<file path="src/rtl/uart_job_master.sv">
// uart_job_master: host-side UART job protocol initiator; builds CRC-protected packets, parses miner replies.
module uart_job_master #(
  parameter logic [23:0] TIMEOUT_CYCLES = 24'd2000000,
  parameter int MAX_RETRY = 2
) (
  input  logic         comm_clk,
  input  logic         reset,
  input  logic         cmd_valid,
  output logic         cmd_ready,
  input  logic [1:0]   cmd_type,
  input  logic [415:0] job,
  output logic         transmit,
  output logic [7:0]   tx_byte,
  input  logic         is_transmitting,
  input  logic         received,
  input  logic [7:0]   rx_byte,
  output logic         done,
  output logic [2:0]   status,
  output logic [31:0]  info_word,
  output logic [31:0]  info_nonce,
  output logic         nonce_valid,
  output logic [31:0]  nonce_out
);
  typedef enum logic [1:0] {IDLE, SEND, WAIT} state_t;
  typedef enum logic {P_LEN, P_BODY} pstate_t;
  state_t state, state_n;
  pstate_t ps;
  logic [1:0] cmd_q;
  logic [415:0] job_q;
  logic [7:0] retry, ptype;
  logic [5:0] idx, off, plen, pcnt, n;
  logic [6:0] len;
  logic [31:0] crc, w0, w1;
  logic [23:0] cnt, gap;
  logic tx1, tx2, accept, ill, in_wait, in_crc, last_tx;
  logic rx_first, good_first, short_r, bad_first, rx_last;
  logic info, inval, resend, nonce, other, ok, bad, inv, rs, tmo, retry_go, fin;
  logic [2:0] st;
  function automatic logic [31:0] crc_step(input logic [31:0] c, input logic [7:0] d);
    logic [31:0] r;
    r = c ^ {d, 24'h0};
    for (int i = 0; i < 8; i++) r = r[31] ? {r[30:0], 1'b0} ^ 32'h04C11DB7 : {r[30:0], 1'b0};
    return r;
  endfunction
  assign cmd_ready = state == IDLE;
  assign accept = cmd_valid && cmd_ready;
  assign ill = accept && cmd_type == 2'd3;
  assign in_wait = state == WAIT;
  assign len = cmd_q == 2'd2 ? 7'd60 : cmd_q == 2'd1 ? 7'd8 : 7'd1;
  assign in_crc = {1'b0, idx} + 7'd4 >= len;
  assign off = idx - 6'd4;
  // Pacing: at most one byte every three cycles, and never while the uart is busy.
  assign transmit = !reset && state == SEND && !is_transmitting && !tx1 && !tx2;
  assign tx_byte = (state != SEND || cmd_q == 2'd0 || idx == 6'd1 || idx == 6'd2) ? 8'h00 :
                   idx == 6'd0 ? {1'b0, len} :
                   idx == 6'd3 ? {6'b0, cmd_q[1], 1'b0} :
                   in_crc ? crc[31:24] : job_q[{off, 3'b000} +: 8];
  assign last_tx = transmit && {1'b0, idx} == len - 7'd1;
  assign n = pcnt + 6'd1;
  assign rx_first = received && ps == P_LEN;
  assign good_first = rx_first && rx_byte >= 8'd8 && rx_byte <= 8'd60;
  assign short_r = rx_first && rx_byte == 8'd1;
  assign bad_first = rx_first && !good_first && !short_r;
  assign rx_last = received && ps == P_BODY && n == plen;
  assign info = rx_last && ptype == 8'd0 && plen == 6'd16;
  assign inval = rx_last && ptype == 8'd1;
  assign resend = rx_last && ptype == 8'd5;
  assign nonce = rx_last && ptype == 8'd3 && plen == 6'd8;
  assign other = rx_last && !(info || inval || resend || nonce);
  assign ok = in_wait && (short_r || (info && cmd_q == 2'd1));
  assign bad = in_wait && (bad_first || other || (info && cmd_q != 2'd1));
  assign inv = in_wait && inval;
  assign rs = in_wait && resend;
  // Any received byte clears the silence counter, so a reply always beats a coincident expiry.
  assign tmo = in_wait && !received && cnt == TIMEOUT_CYCLES - 24'd1;
  assign retry_go = rs && 32'(retry) < MAX_RETRY;
  assign fin = ok || bad || inv || (rs && !retry_go) || tmo;
  assign st = ok ? 3'd0 : inv ? 3'd1 : rs ? 3'd2 : tmo ? 3'd3 : 3'd4;
  always_comb begin
    state_n = state;
    if (state == IDLE && accept && !ill) state_n = SEND;
    if (state == SEND && last_tx) state_n = WAIT;
    if (in_wait) state_n = retry_go ? SEND : fin ? IDLE : WAIT;
  end
  always_ff @(posedge comm_clk) begin
    if (reset) state <= IDLE;
    else state <= state_n;
  end
  always_ff @(posedge comm_clk) begin
    if (reset) begin
      ps <= P_LEN;
      cmd_q <= 2'd0;
      retry <= 8'd0;
      idx <= 6'd0;
      crc <= 32'h0;
      cnt <= 24'd0;
      gap <= 24'd0;
      tx1 <= 1'b0;
      tx2 <= 1'b0;
      plen <= 6'd0;
      pcnt <= 6'd0;
      ptype <= 8'd0;
      w0 <= 32'h0;
      w1 <= 32'h0;
      done <= 1'b0;
      status <= 3'd0;
      info_word <= 32'h0;
      info_nonce <= 32'h0;
      nonce_valid <= 1'b0;
      nonce_out <= 32'h0;
    end else begin
      tx1 <= transmit;
      tx2 <= tx1;
      done <= fin || ill;
      if (fin || ill) status <= ill ? 3'd4 : st;
      nonce_valid <= nonce;
      if (nonce) nonce_out <= {w0[23:0], rx_byte};
      if (ok && info) begin
        info_word <= w0;
        info_nonce <= w1;
      end
      if (accept) begin
        cmd_q <= cmd_type;
        job_q <= job;
        retry <= 8'd0;
      end
      if (accept || retry_go) begin
        idx <= 6'd0;
        crc <= 32'hFFFFFFFF;
      end
      if (retry_go) retry <= retry + 8'd1;
      if (transmit) begin
        idx <= idx + 6'd1;
        crc <= in_crc ? {crc[23:0], 8'h00} : crc_step(crc, tx_byte);
      end
      cnt <= (last_tx || received) ? 24'd0 : cnt == TIMEOUT_CYCLES ? cnt : cnt + 24'd1;
      if (good_first) begin
        ps <= P_BODY;
        plen <= rx_byte[5:0];
        pcnt <= 6'd1;
        gap <= 24'd0;
      end else if (ps == P_BODY) begin
        if (received) begin
          pcnt <= n;
          gap <= 24'd0;
          if (n == 6'd4) ptype <= rx_byte;
          if (n >= 6'd5 && n <= 6'd8) w0 <= {w0[23:0], rx_byte};
          if (n >= 6'd9 && n <= 6'd12) w1 <= {w1[23:0], rx_byte};
          if (rx_last) ps <= P_LEN;
        end else if (gap == TIMEOUT_CYCLES - 24'd1) ps <= P_LEN;
        else gap <= gap + 24'd1;
      end
    end
  end
endmodule

</file>
<file path="config.mk">
export PLATFORM = sky130hd
export DESIGN_NAME = uart_job_master
export DESIGN_NICKNAME = d
export VERILOG_FILES = /design/src/rtl/uart_job_master.sv
export SDC_FILE = /design/constraint.sdc
export NUM_CORES = 1
export LEC_CHECK = 0
export CORE_UTILIZATION = 50
export CTS_CLUSTER_DIAMETER = 100
export DETAILED_ROUTE_END_ITERATION = 16
export GPL_TIMING_DRIVEN = 0
export PLACE_DENSITY = 0.75
export SYNTH_ARGS = -nofsm -noshare
export SYNTH_HDL_FRONTEND = slang
export SYNTH_SLANG_ARGS = --single-unit
</file>
<file path="constraint.sdc">
create_clock -name comm_clk -period 64.1 [get_ports comm_clk]
set_input_delay 12.82 -clock comm_clk [delete_from_list [all_inputs] [get_ports comm_clk]]
set_output_delay 12.82 -clock comm_clk [all_outputs]
set_load 0.01 [all_outputs]
</file>
==> flow_metrics.env, run 1 <==
export IMPL_finalWirelength_mm=85.0
export IMPL_required_ps=51280
export IMPL_status="finished, final reports clean"
export IMPL_tightest_slew_ps=1260
export IMPL_synth_area_leader_cell="edfxtp_1"
export IMPL_finalHoldViolCount=0
export IMPL_skew_ps=30.9
export IMPL_crit_type="in -> out"
export IMPL_finalSetupViolations=0
export IMPL_rows=87
export IMPL_grt_util_all_layers=0.288
export IMPL_clkLatencyLatePin_ps=620
export IMPL_cts_max_path_buffers=3
export IMPL_syn_num_nets=2716
export IMPL_min_period_ps=28570
export IMPL_yosys_most_used_dff="edfxtp_1"
export IMPL_fp_coreArea_um2=56700
export IMPL_grt_pass1_vias=21200
export IMPL_cts_hold_buf=0
export IMPL_hold_class="reg -> reg"
export IMPL_synth_area_top_cells="edfxtp_1 43%, dfxtp_1 20%, mux4_2 5.7%"
export IMPL_initial_core_util=0.509
export IMPL_rsz0062_at_grt="no"
export IMPL_powerDensity_nw_per_um2=27.4
export IMPL_synth_edf_count=416
export IMPL_cts_htree_levels=3
export IMPL_crit_arrival_ps=15750
export IMPL_path_clk_slew_ps=60
export IMPL_drtIter0Drc=1654
export IMPL_numCtsBuffers=73
export IMPL_synth_common_cells="416 x edfxtp_1, 296 x nand2_1, 286 x dfxtp_1"
export IMPL_ys_seq_area_frac=0.631
export IMPL_boundaryPins=542
export IMPL_fp_dieW_um=242
export IMPL_end_kind="output port"
export IMPL_vias=20600
export IMPL_grt_max_degree=41
export IMPL_antenna_left=0
export IMPL_slew_viol_final=0
export IMPL_antenna_found_initial=18
export IMPL_syn_area_um2=28900
export IMPL_clock_root_buffer="clkbuf_16"
export IMPL_critPathMaxStageDelay_ps=730
export IMPL_cts_tree="yes"
export IMPL_crit_path_start_kind="input pin"
export IMPL_drive_gt1_frac=0.0917
export IMPL_ys_ff_latch=702
export IMPL_synthArstFlopShare=0
export IMPL_syn_area_per_cell_um2=12.8
export IMPL_ys_types=84
export IMPL_syn_inst=2262
export IMPL_slew_headroom=0.137
export IMPL_gr_total_overflow=0
export IMPL_vias_per_cell=5.56
export IMPL_vdd_ir_drop_max_mv=0.0226
export IMPL_setup_tns_ps=0
export IMPL_n_fill_cell=4105
export IMPL_total_power_mw=1.04
export IMPL_fp_dieArea_um2=58700
export IMPL_drc_errors=0
export IMPL_grt_pass1_wl_mm=127
export IMPL_drv_cap=0
export IMPL_first_pass_iters=6
export IMPL_path_cells="clkdlybuf4s50_1 -> nor4_1 -> nand3b_1 -> inv_1 -> clkbuf_1 -> clkbuf_1 -> clkdlybuf4s50_1"
export IMPL_cts_resized=0
export IMPL_fin_crit_sh=0.446
export IMPL_final_nets=3346
export IMPL_cp_max_fo=10
export IMPL_fmax_ghz=0.0350
export IMPL_yosysWarnings=0
export IMPL_hpwl_mm=64.3
export IMPL_syn_to_final_growth_pct=31.5
export IMPL_cts_sinks=702
export IMPL_cp_slowest_cell="clkdlybuf4s50_1"
export IMPL_synth_most_common_cell="edfxtp_1"
export IMPL_final_core_util=0.669
export IMPL_port_buffers=541
export IMPL_p_leak_nw=12.9
export IMPL_synth_top_area_frac=0.433
export IMPL_place_gp_congestion=0.888
export IMPL_wl_per_cell_um=22.9
export IMPL_dieHeight_um=242
export IMPL_cts_setup_buffers=0
[final timing paths]
check	slack (ps)	to	startpoint	cells past startpoint
worst max-delay path	35530	transmit	reset	7
worst min-delay path	460	info_nonce[3]	info_nonce[3]	2
worst max register to register	57640	crc[12]	idx[2]	18
worst min register to register	460	info_nonce[3]	info_nonce[3]	2
[report_power, final]
| group | switching (mW) | internal [mW] | leakage [nW] |
|---|---|---|---|
| sequential | 0.00631 | 0.495 | 6.17 |
| clock | 0.177 | 0.253 | 1.17 |
| combinational | 0.0523 | 0.0562 | 5.59 |
[critical path, delay by kind of cell]
| kind | cells | cell delay (ps) |
|---|---|---|
| buf+inv | 5 | 2310 |
| simple gates | 2 | 600 |
[cells by family after synthesis]
kind of cell / share of synthesized area
and+or+nand+nor: 0.111
xor gates and xnor gates: 0.0386
buffers and inverters: 0.0243
DFF: 0.631
muxes: 0.116
adders and majority gates: 0.00997
AOI/OAI and AO/OA: 0.0686
[sequential cells by signal, indices dropped and copies added, names as in the netlist]
name,count
done,1
tx2,1
w1,32
pcnt,6
ps,1
plen,6
cnt,24
state,2
gap,24
status,3
info_word,32
crc,32
ptype,8
nonce_out,32
cmd_q,2
tx1,1
info_nonce,32
idx,6
w0,32
nonce_valid,1
job_q,416
retry,8
[per-layer routing]
layer / GRT usage / wire [um] / up-vias
met5: 0 / 81 / -
met4: 0.109 / 3080 / 12
met3: 0.0624 / 6000 / 162
met2: 0.513 / 43700 / 790
met1: 0.340 / 32100 / 10100
li1: - / - / 9526
[layout make-up]
class,instances,area (um2),share of cell area
flip-flops and latches,702,18200,0.480
multi-input cells,1404,9950,0.262
repair buffers,555,5680,0.150
clock buffers,100,2040,0.0538
well taps,756,946,0.0249
plain buffers,128,597,0.0157
clock inverters,28,380,0.0100
inverters,28,105,0.00277
diodes,14,35.0,0.000923
[cell usage in the layout, fill, tap and decap left out, types with 8 or more instances in the layout]
cell and n:
clkdlybuf4s50_1 541, edfxtp_1 416, nand2_1 296, dfxtp_1 286, nor2_1 219, mux2i_1 155
a21oi_1 139, clkbuf_1 107, clkbuf_16 76, mux4_2 73, xnor2_1 57, nand3_1 52
xor2_1 47, nor3_1 34, o21ai_0 32, a22oi_1 32, inv_1 26, ha_1 23
a211oi_1 18, and3_1 17, buf_2 16, diode_2 14, nor2b_1 14, nand4_1 14
and2_1 13, or3_1 13, buf_4 12, nor4_1 11, mux2_2 11, buf_12 11
o211ai_1 8
[through the flow]
step,instances,setup WS (ps),instance area (um2),hold WS [ps]
after global placement,3559,25960,35200,435
after floorplan,2262,32230,28900,420
final,3715,35530,38000,455
after global routing,3715,35370,38000,468
after CTS,3701,35590,37900,455
after detailed placement,3573,35600,35500,441
No activity file was read; power rests on OpenSTA's default activity.
==> inputs of run 2 (changes only) <==
--- a/config.mk
+++ b/config.mk
@@ -5,11 +5,11 @@
 export SDC_FILE = /design/constraint.sdc
 export NUM_CORES = 1
 export LEC_CHECK = 0
-export CORE_UTILIZATION = 50
+export CORE_UTILIZATION = 47
 export CTS_CLUSTER_DIAMETER = 100
 export DETAILED_ROUTE_END_ITERATION = 16
 export GPL_TIMING_DRIVEN = 0
-export PLACE_DENSITY = 0.75
+export PLACE_DENSITY = 0.74
 export SYNTH_ARGS = -nofsm -noshare
 export SYNTH_HDL_FRONTEND = slang
 export SYNTH_SLANG_ARGS = --single-unit
==> constraint.sdc (replaced) <==
create_clock -name comm_clk -period 23.4 [get_ports comm_clk]
set_input_delay 4.68 -clock comm_clk [delete_from_list [all_inputs] [get_ports comm_clk]]
set_output_delay 4.68 -clock comm_clk [all_outputs]
set_load 0.01 [all_outputs]
==> run 2 against run 1 <==
  * Combinational power grew to 2.8 times the previous value
  * Critical path depth stayed put
  * Sequential power rose to 2.7 times the previous value
  * Register-to-register slack lost 41000 ps
  * Critical endpoint unchanged
  * Utilization decreased by 4.0 points
  * Sequential share of layout area down 0.11 points
  * Power rose to 2.7 times the previous value
  * Clock-buffer cell count up 3
  * Routed wire length about the same
  * Largest cell class unchanged
  * Die area is 6.3% higher
  * Highest routed layer unchanged
  * Worst setup slack got worse by 24000 ps
==> flow_metrics.env, run 2 (synthesis gave the netlist of run 1 again) <==
export IMPL_drtIter0Drc=1613
export IMPL_fin_crit_sh=0.525
export IMPL_dieHeight_um=250
export IMPL_antenna_left=0
export IMPL_hpwl_mm=64.9
export IMPL_total_power_mw=2.85
export IMPL_rows=90
export IMPL_grt_busiest_layer="met2"
export IMPL_grt_pass1_vias=21200
export IMPL_end_kind="output port"
export IMPL_mostFrequentLayoutCells="541 x clkdlybuf4s50_1, 416 x edfxtp_1, 296 x nand2_1"
export IMPL_final_nets=3349
export IMPL_cts_htree_levels=3
export IMPL_grtUsageMet2=0.479
export IMPL_first_pass_iters=6
export IMPL_boundaryPins=542
export IMPL_powerDensity_nw_per_um2=75.0
export IMPL_critPathMaxStageDelay_ps=720
export IMPL_p_leak_nw=13.0
export IMPL_switchingPower_mw=0.647
export IMPL_seqPwrFrac=0.482
export IMPL_final_common_cell="clkdlybuf4s50_1"
export IMPL_fmax_ghz=0.0814
export IMPL_largest_reg_flops=416
export IMPL_path_clk_slew_ps=60
export IMPL_syn_to_final_growth_pct=31.8
export IMPL_cts_setup_buffers=0
export IMPL_n_fill_cell=4547
export IMPL_port_buffers=541
export IMPL_power_frac_clock=0.413
export IMPL_gr_total_overflow=0
export IMPL_crit_type="in -> out"
export IMPL_initial_core_util=0.477
export IMPL_fp_dieW_um=250
export IMPL_layout_setup_ws_ps=11120
export IMPL_finalSetupViolations=0
export IMPL_drv_cap=0
export IMPL_place_ws_ps=11210
export IMPL_cts_hold_buf=0
export IMPL_grt_max_degree=38
export IMPL_fp_dieArea_um2=62400
export IMPL_drc_errors=0
export IMPL_cp_slowest_cell="clkdlybuf4s50_1"
export IMPL_tightest_slew_ps=1410
export IMPL_finalHoldViolCount=0
export IMPL_multi_input_area_um2=9940
export IMPL_min_period_ps=12280
export IMPL_setup_tns_ps=0
export IMPL_crit_path_start_kind="input pin"
export IMPL_skew_ps=31.5
export IMPL_crit_arrival_ps=7600
export IMPL_cp_max_fo=10
export IMPL_slew_headroom=0.0506
export IMPL_fp_coreArea_um2=60500
export IMPL_antenna_found_initial=22
export IMPL_cts_max_path_buffers=3
export IMPL_status="finished, final reports clean"
export IMPL_use_met1=0.320
export IMPL_grt_util_all_layers=0.270
export IMPL_numCtsBuffers=74
export IMPL_cts_sinks=702
export IMPL_rsz0062_at_grt="no"
export IMPL_cts_tree="yes"
export IMPL_hold_class="reg -> reg"
export IMPL_drive_gt1_frac=0.0914
export IMPL_power_switching_share=0.227
export IMPL_intPower_mw=2.21
export IMPL_p_comb_frac=0.105
export IMPL_layout_area_seq_um2=18200
export IMPL_cts_resized=0
export IMPL_clkLatencyLatePin_ps=630
export IMPL_required_ps=18720
export IMPL_wl_per_cell_um=22.6
export IMPL_clock_root_buffer="clkbuf_16"
export IMPL_grtUsageMet3=0.0535
export IMPL_vdd_ir_drop_max_mv=0.0783
export IMPL_finalWirelength_mm=84.9
export IMPL_vias_per_cell=5.54
export IMPL_grt_pass1_wl_mm=126
export IMPL_vias=20800
export IMPL_path_cells="clkdlybuf4s50_1 -> nor4_1 -> nand3b_1 -> inv_1 -> clkbuf_1 -> clkbuf_1 -> clkdlybuf4s50_1"
export IMPL_largest_register="job_q"
export IMPL_place_gp_congestion=0.889
export IMPL_slew_viol_final=0
run 2: metrics by stage:
| stage | cells | hold WS [ps] | area [um2] | util |
|---|---|---|---|---|
| after global routing | 3749 | 470 | 38000 | 0.629 |
| after detailed placement | 3601 | 441 | 35600 | 0.588 |
| after global placement | 3585 | 433 | 35300 | 0.583 |
| after floorplan | 2262 | 420 | 28900 | - |
| final | 3749 | 454 | 38000 | 0.629 |
| after CTS | 3735 | 454 | 38000 | 0.629 |
run 2: power by group through the flow:
stage / clock network [mW] / registers [mW] / logic (mW)
6_report: 1.18 / 1.38 / 0.300
5_1_grt: 1.25 / 1.38 / 0.321
4_1_cts: 1.19 / 1.37 / 0.300
3_5_place_dp: 0 / 1.40 / 0.299
3_3_place_gp: 0 / 1.42 / 0.285
2_1_floorplan: 0 / 1.41 / 0.166
run 2: per-layer routing:
| layer | vias up | share of wire |
|---|---|---|
| met2 | 883 | 0.52 |
| met4 | 14 | 0.034 |
| met1 | 10100 | 0.37 |
| li1 | 9535 | - |
| met5 | - | 0.0010 |
| met3 | 172 | 0.072 |
run 2: final timing paths:
check / from / slack (ps) / to / depth (start not counted)
worst max-delay path: reset / 11120 / transmit / 7
worst min-delay path: nonce_out[8] / 450 / nonce_out[8] / 2
worst max register to register: idx[2] / 17120 / crc[12] / 18
worst min register to register: nonce_out[8] / 450 / nonce_out[8] / 2
run 2: worst max-delay path: cells and delay by family:
family        cells  cell delay (ps)
buf+inv           5             2230
simple gates      2              690
run 2: final cells by class:
class / count / area share
Tap cell: 782 / 0.0257
Buffer: 128 / 0.0157
Inverter: 28 / 0.00276
Clock inverter: 31 / 0.00997
Timing Repair Buffer: 557 / 0.151
Antenna cell: 14 / 0.000921
Multi-Input combinational cell: 1404 / 0.261
Sequential cell: 702 / 0.479
Clock buffer: 103 / 0.0540
